[config.mk]
export PLATFORM = sky130hd
export DESIGN_NAME = isqrt_pipe
export DESIGN_NICKNAME = d
export VERILOG_FILES = /design/src/rtl/isqrt_pkg.sv /design/src/rtl/isqrt_slice.sv /design/src/rtl/isqrt_pipe.sv
export SDC_FILE = /design/constraint.sdc
export NUM_CORES = 1
export LEC_CHECK = 0
export BUFFER_PORTS_ARGS = -buffer_cell sky130_fd_sc_hd__clkbuf_2
export CAP_MARGIN = 10
export CORE_ASPECT_RATIO = 1.75
export CORE_MARGIN = 2
export CORE_UTILIZATION = 30
export CTS_CLUSTER_DIAMETER = 120
export DETAILED_ROUTE_END_ITERATION = 16
export MAX_ROUTING_LAYER = met4
export RECOVER_POWER = 100
export SLEW_MARGIN = 20
export SYNTH_ARGS = -nofsm -noshare
export SYNTH_HDL_FRONTEND = slang
export SYNTH_SLANG_ARGS = --single-unit
[constraint.sdc]
create_clock -name clk -period 2.5 [get_ports clk]
set_input_delay 0.5 -clock clk [delete_from_list [all_inputs] [get_ports clk]]
set_output_delay 0.5 -clock clk [all_outputs]
set_load 0.05 [all_outputs]
[src/rtl/isqrt_pkg.sv]
// Shared widths and the pipeline-depth legality check for the pipelined
// integer square root.
package isqrt_pkg;

    localparam int isqrt_x_w   = 32;
    localparam int isqrt_y_w   = 16;
    localparam int isqrt_iters = 16;

    // Depth must divide the iteration count evenly and be a power of two.
    function automatic bit isqrt_stages_legal(input int n);
        bit ok;
        ok = 1'b0;
        if (n == 1 || n == 2 || n == 4 || n == 8 || n == 16) begin
            ok = 1'b1;
        end else begin
            ok = 1'b0;
        end
        return ok;
    endfunction

endpackage

[src/rtl/isqrt_slice.sv]
// Combinational block of restoring square-root iterations, from first_iter
// down to first_iter - n_iters + 1.
module isqrt_slice
    import isqrt_pkg::*;
#(
    parameter int first_iter = 15,
    parameter int n_iters    = 1
) (
    input  logic [isqrt_x_w-1:0] r_i,
    input  logic [isqrt_y_w-1:0] q_i,
    output logic [isqrt_x_w-1:0] r_o,
    output logic [isqrt_y_w-1:0] q_o
);

    logic [isqrt_x_w:0] t_s;

    // Trial subtraction per iteration; t is one bit wider than r so it never wraps.
    always_comb begin
        r_o = r_i;
        q_o = q_i;
        t_s = '0;
        for (int j = 0; j < n_iters; j++) begin
            t_s = ({{(isqrt_x_w + 1 - isqrt_y_w){1'b0}}, q_o} << (first_iter - j + 1))
                + ((isqrt_x_w + 1)'(1) << (2 * (first_iter - j)));
            if ({1'b0, r_o} >= t_s) begin
                r_o = r_o - t_s[isqrt_x_w-1:0];
                q_o = q_o | (isqrt_y_w'(1) << (first_iter - j));
            end else begin
                r_o = r_o;
                q_o = q_o;
            end
        end
    end

endmodule

[src/rtl/isqrt_pipe.sv]
// Pipelined 32-bit unsigned floor(sqrt(x)): one argument per cycle, fixed
// latency of n_pipe_stages cycles, no backpressure.
module isqrt_pipe
    import isqrt_pkg::*;
#(
    parameter int n_pipe_stages = 16
) (
    input  logic                 clk,
    input  logic                 rst,
    input  logic                 x_vld,
    input  logic [isqrt_x_w-1:0] x,
    output logic                 y_vld,
    output logic [isqrt_y_w-1:0] y
);

    localparam int m = isqrt_iters / n_pipe_stages;

    if (!isqrt_stages_legal(n_pipe_stages)) begin : g_bad_depth
        $fatal(1, "isqrt_pipe: n_pipe_stages must be 1, 2, 4, 8 or 16");
    end

    logic [isqrt_x_w-1:0]     r_in_s [n_pipe_stages];
    logic [isqrt_y_w-1:0]     q_in_s [n_pipe_stages];
    logic [isqrt_x_w-1:0]     r_d    [n_pipe_stages];
    logic [isqrt_y_w-1:0]     q_d    [n_pipe_stages];
    logic [isqrt_x_w-1:0]     r_q    [n_pipe_stages];
    logic [isqrt_y_w-1:0]     q_q    [n_pipe_stages];
    logic [n_pipe_stages-1:0] vld_d;
    logic [n_pipe_stages-1:0] vld_q;

    for (genvar k = 0; k < n_pipe_stages; k++) begin : g_stage
        if (k == 0) begin : g_src
            assign r_in_s[k] = x;
            assign q_in_s[k] = '0;
        end else begin : g_src
            assign r_in_s[k] = r_q[k-1];
            assign q_in_s[k] = q_q[k-1];
        end

        isqrt_slice #(
            .first_iter (isqrt_iters - 1 - k * m),
            .n_iters    (m)
        ) u_slice (
            .r_i (r_in_s[k]),
            .q_i (q_in_s[k]),
            .r_o (r_d[k]),
            .q_o (q_d[k])
        );
    end

    // Valid chain next state: shift in the new qualifier at stage 0.
    always_comb begin
        vld_d    = '0;
        vld_d[0] = x_vld;
        for (int k = 1; k < n_pipe_stages; k++) begin
            vld_d[k] = vld_q[k-1];
        end
    end

    // Valid chain register; reset drops everything in flight.
    always_ff @(posedge clk) begin
        if (rst) begin
            vld_q <= '0;
        end else begin
            vld_q <= vld_d;
        end
    end

    // Data registers load every cycle, bubbles included; only vld qualifies them.
    always_ff @(posedge clk) begin
        for (int k = 0; k < n_pipe_stages; k++) begin
            r_q[k] <= r_d[k];
            q_q[k] <= q_d[k];
        end
    end

    assign y_vld = vld_q[n_pipe_stages-1];
    assign y     = q_q[n_pipe_stages-1];

endmodule

# == After elaboration in Yosys (flattened, before gate mapping) ==
# Memories as Yosys holds them, arrays and structs flattened.
# Index checks and enable logic that the tools add are counted.
# word_totals
ff_bits,16
ramBits,768
input_bits,35
output_inout_bits,17
wordCells,82
mem_count,2
# classes
n_addsub,31
magnitude_cmp,16
n_mux,32
# mem_list
name,depth,word_bits,rd,rd_clocked_by_memory_dff,write_ports,line_no,source
r_q,16,32,15,0,16,isqrt_pipe.sv:26,logic [isqrt_x_w-1:0] r_q [n_pipe_stages];
q_q,16,16,16,0,16,isqrt_pipe.sv:27,logic [isqrt_y_w-1:0] q_q [n_pipe_stages];
# op_table
operator,count
32-bit two-way mux,16
32-bit by 33-bit greater-or-equal comparator with 1-bit output,15
32-bit subtractor,15
31-bit by 29-bit adder with 32-bit output (second input constant),1
32-bit by 31-bit greater-or-equal comparator with 1-bit output (second input constant),1
32-bit by 31-bit subtractor with 32-bit output (second input constant),1
30-bit by 27-bit adder with 31-bit output (second input constant),1
29-bit by 25-bit adder with 30-bit output (second input constant),1
28-bit by 23-bit adder with 29-bit output (second input constant),1
27-bit by 21-bit adder with 28-bit output (second input constant),1
26-bit by 19-bit adder with 27-bit output (second input constant),1
25-bit by 17-bit adder with 26-bit output (second input constant),1
24-bit by 15-bit adder with 25-bit output (second input constant),1
23-bit by 13-bit adder with 24-bit output (second input constant),1
22-bit by 11-bit adder with 23-bit output (second input constant),1
21-bit by 9-bit adder with 22-bit output (second input constant),1
20-bit by 7-bit adder with 21-bit output (second input constant),1
19-bit by 5-bit adder with 20-bit output (second input constant),1
18-bit by 3-bit adder with 19-bit output (second input constant),1
17-bit by 1-bit adder with 18-bit output (second input constant),1
16-bit two-way mux,1
15-bit two-way mux,1
14-bit two-way mux,1
13-bit two-way mux,1
12 further kinds,12

# == Logic depth before layout (Yosys ltp) ==
# An unclocked memory read counts as a cell.
# depth
depth_word,4
depth_mapped,12
depth_no_buf,10

# == Modules after synthesis ==
# Synthesis repeated with hierarchy kept, for this count alone.
# hier_totals
cells_unflattened,4531
area_unflattened_um2,41110.7
# modules_own_cells
module,n_inst,cells_each,area_per_inst_um2,seq_area_each_um2
isqrt_pipe,1,770,15202.1,15054.4
isqrt_slice (g_stage[14].u_slice),1,276,1816.7,0.0
isqrt_slice (g_stage[10].u_slice),1,252,1747.9,0.0
isqrt_slice (g_stage[12].u_slice),1,247,1724.2,0.0
isqrt_slice (g_stage[13].u_slice),1,254,1709.1,0.0
isqrt_slice (g_stage[11].u_slice),1,255,1702.9,0.0
isqrt_slice (g_stage[7].u_slice),1,252,1659.1,0.0
isqrt_slice (g_stage[2].u_slice),1,233,1645.3,0.0
isqrt_slice (g_stage[8].u_slice),1,238,1604.0,0.0
isqrt_slice (g_stage[9].u_slice),1,227,1589.0,0.0
isqrt_slice (g_stage[15].u_slice),1,230,1586.5,0.0
isqrt_slice (g_stage[5].u_slice),1,231,1585.3,0.0
isqrt_slice (g_stage[3].u_slice),1,231,1557.7,0.0
isqrt_slice (g_stage[1].u_slice),1,205,1541.5,0.0
+3 rows,n/a,n/a,n/a,n/a

# == Least setup slack after synthesis ==
# OpenSTA, ideal clock, no wires.
# synth_path
kind,register to register
from,memory q_q[7][10] (netlist: q_q[0][122])
to,memory r_q[8][18] (netlist: r_q[1][18])
setup_time_ps,121
arrival_time_ps,2617
required_time_ps,2379
slack_ps,-238
stages_incl_launch_ff,10
path_buffers,1
period_less_slack_ps,2738
cell_sequence,dfxtp_1 inv_1 ha_1 a21o_1 a21o_1 a221oi_1 o21ai_0 a2111oi_2 buf_2 mux2_2
# synth_rtl
item,line_no
"start, declared",isqrt_pipe.sv:27
"end, declared",isqrt_pipe.sv:26

==> metrics.md <==
| Metric | Value |
|---|---|
| Clock Tree Root | clkbuf_16 |
| Syn. warnings | 0 |
| Slowest stage cell, crit path | or4b_4 |
| Violated checks | negative setup slack |
| TritonCTS clock tree | done |
| Post-synth cell types | 74 |
| Minimum clock period | 2.67 ns |
| Type of origin of the critical path | register |
| Chip Width | 215 um |
| Worst Path Arrival | 3.21 ns |
| Post-route ant nets | 0 |
| FILL cells | 7,474 |
| Initial antenna violation count | 0 |
| Status | finished, violations left |
| Most frequent cells in the layout | dfxtp_1, buf_4, inv_1 |
| Mux contribution to synthesized area | 1.65% |
| Via count | 17,500 |
| Fin Setup TNS | -3.94 ns |
| Main synth FF type | dfxtp_1 |
| First DRT Iteration DRCs | 636 |
| Max-slew violations | 0 |
| Vias per inst | 4.59 |
| Worst-path clk slew | 0.06 ns |
| CP required | 3.04 ns |
| Compound-gate portion of the synthesized area | 11.1% |
| Avg Cell Area, Syn | 10.3 sq um |
| Layout cells sized above 1 | 24.8% |
| Num ports | 52 |
| Cell count after synthesis | 2,280 |
| Post-Synth Simple-Gate Area | 14.6% |
| Post-synthesis xor/xnor area fraction | 6.96% |
| Mapped Area | 23,400 sq um |
| Tot Pwr | 37.3 mW |
| Final WS setup | -0.166 ns |
| Yosys top cell by area | dfxtp_1 |
| Crit-path leading delay family | simple AND/OR/NAND/NOR gates |
| Worst-path maximum fanout | 6 |
| Largest family of logic cells by synthesized area | simple AND/OR/NAND/NOR gates |
| Remaining DRCs | 0 |
| Share of the synthesized area in the top cell type | 54.1% |
| Post-synth EDFFs | 0 |
| CP peak stage delay | 0.57 ns |
| Total GRT Usage | 14.0% |
| Clock sink count | 632 |
| Hold WC Path Type | in -> reg |
| Largest net degree at the start of global routing | 28 |
| Most common cell on crit path | nor4_4 |
| DRT Wirelength | 57.0 mm |
| CP Cell Sequence | inv_2 -> ha_4 -> nor4b_4 -> nand4_1 -> buf_6 -> nor4_4 -> buf_4 -> nor4_4 -> or4b_4 -> nor3_4 -> xor2_1 |
| Number of diodes | 0 |
| Final cycle utilization of the critical path | 107% |
| Setup-failing EPs final | 84 |
| Final Wtd Congestion | 0.872 |
| Most common cell after layout, fill and taps aside | dfxtp_1 |
| Worst path bufs/invs | 3 |
| DRT Pass-1 Iters | 5 |
| Cell Rows | 135 |
| Post-synth ARST share | 0% |
| Pwr per Cell Area | 1190 nW/um^2 |
| Fmax | 0.375 GHz |
| DP HPWL | 43.3 mm |
| P_leak | 13.8 nW |
| Sequential fraction of the synthesis area | 54.1% |
| First-pass GRT wire length | 86.6 mm |
| Synth Net Count | 2,465 |
| Worst hold slack | 0.0671 ns |
| Ranking of synthesized cells by area | dfxtp_1, ha_1, xnor2_1 |
| Global route total overflow | 0 |
| Critical path class | reg -> reg |
| Initial Utilization | 30.3% |
| Worst Tran Pin Value | 0.651 ns |
| Crit end category | register |
| Nets | 2,924 |
| Total CTS buffers | 60 |
| Yosys reg bits | 632 |
| Max_cap viols | 0 |
| Total core area | 77,400 sq um |
| H-tree level count | 2 |
| RSZ-0062 raised after global routing | yes |
| Port Buffers | 51 |
| Adder-cell share of the synthesized area | 8.02% |
| DIE HEIGHT | 373 um |
| CTS Buffer Depth | 3 |
| Vias in the first global route | 18,300 |
| Area grow syn2layout | 33.8% |
| Avg WL per Cell | 14.9 um |
| Post-layout util | 40.5% |
| Skew final | 0.0300 ns |
| Relative slew slack | 56.2% |
| Clock latency on the worst-skew pair | 0.63 ns |
| Die ar. | 80,400 sq um |
| Peak supply drop | 787 uV |
| Final Hold Vio Count | 0 |
==> Yosys cell counts (4+ instances only) <==
library cell / number
dfxtp_1: 632
inv_1: 182
ha_1: 150
nand2_1: 146
nor2_1: 135
o21ai_0: 130
xnor2_1: 99
a21oi_1: 94
xor2_1: 87
nor4_1: 81
nor3_1: 59
nor2b_1: 37
o21a_1: 36
or3_1: 30
nand3_1: 29
a21o_1: 27
clkbuf_1: 25
mux2_2: 24
nand2b_1: 23
nand4_1: 22
o211ai_1: 18
a211oi_1: 14
o31ai_1: 12
nand3b_1: 11
nor4b_1: 11
or4_1: 11
buf_2: 10
mux2i_1: 10
a21boi_0: 9
and4_1: 9
or2_2: 9
o21bai_1: 7
o31a_1: 7
a31o_2: 6
and2_1: 6
nor3b_1: 6
a2111oi_0: 5
and3_1: 5
and4b_1: 5
o2111ai_1: 5
a311oi_1: 4
o211a_1: 4
o41ai_1: 4
==> state kept, by name, indices dropped and copies added (netlist names) <==
register,cells
vld_q,16
q_q,136
r_q,480
==> layer usage <==
metal | track usage (%) | share of wire, % | wire length [um]
met1 | 8.92 | 28 | 15900
met2 | 31.3 | 62 | 35100
met3 | 1.99 | 2.5 | 1420
met4 | 9.34 | 8.0 | 4570
met5 | - | 0 | 0
==> timing repair <==
item,in CTS,in global routing
setup buffers,7,18
endpoints found under the hold margin,27,1
gates resized for setup,141,175
pin swaps,46,68
cloned,4,3
setup endpoints to repair,175,171
hold buffers,27,1
==> where the power goes <==
group,switching [mW],internal [mW]
clock network,3.84,5.82
registers,1.76,12.6
logic,6.47,6.86
total,12.1,25.2
==> layout make-up <==
class / count / area, sq um / share of cell area (%)
tap: 1027 / 1280 / 4.10
multi-input combinational: 1429 / 11300 / 36.0
inverter: 183 / 694 / 2.22
clock buffer: 77 / 1700 / 5.42
timing repair buffer: 433 / 3270 / 10.4
clock inverter: 32 / 449 / 1.43
sequential: 632 / 12700 / 40.4
==> cell families (layout without fill, tap and decap cells) <==
family / count (synthesis) / after routing
simple gates: 651 / 651
flops: 632 / 632
compound gates: 406 / 407
buf+inv: 220 / 725
xor+xnor: 186 / 186
fa+ha+maj: 150 / 150
mux: 35 / 35
==> path summary, 6_finish.rpt <==
check / depth (start not counted) / from / end / slack (ns)
max: 11 / q_q[1][54]$_DFF_P_ / r_q[1][157]$_DFF_P_ / -0.17
max reg2reg: 11 / q_q[1][54]$_DFF_P_ / r_q[1][157]$_DFF_P_ / -0.17
min reg2reg: 0 / q_q[0][111]$_DFF_P_ / q_q[0][127]$_DFF_P_ / 0.34
min: 1 / x[19] / r_q[0][19]$_DFF_P_ / 0.07
==> through the flow <==
step           setup WS [ns]  std cells  cell area [sq um]
2_1_floorplan        -0.0524       2280              23500
3_3_place_gp          -0.499       3649              27300
3_5_place_dp          -0.487       3649              27300
4_1_cts               -0.156       3793              30500
5_1_grt               -0.264       3813              31300
6_report              -0.166       3813              31300
Note: power is estimated with default switching activity, not from simulation.
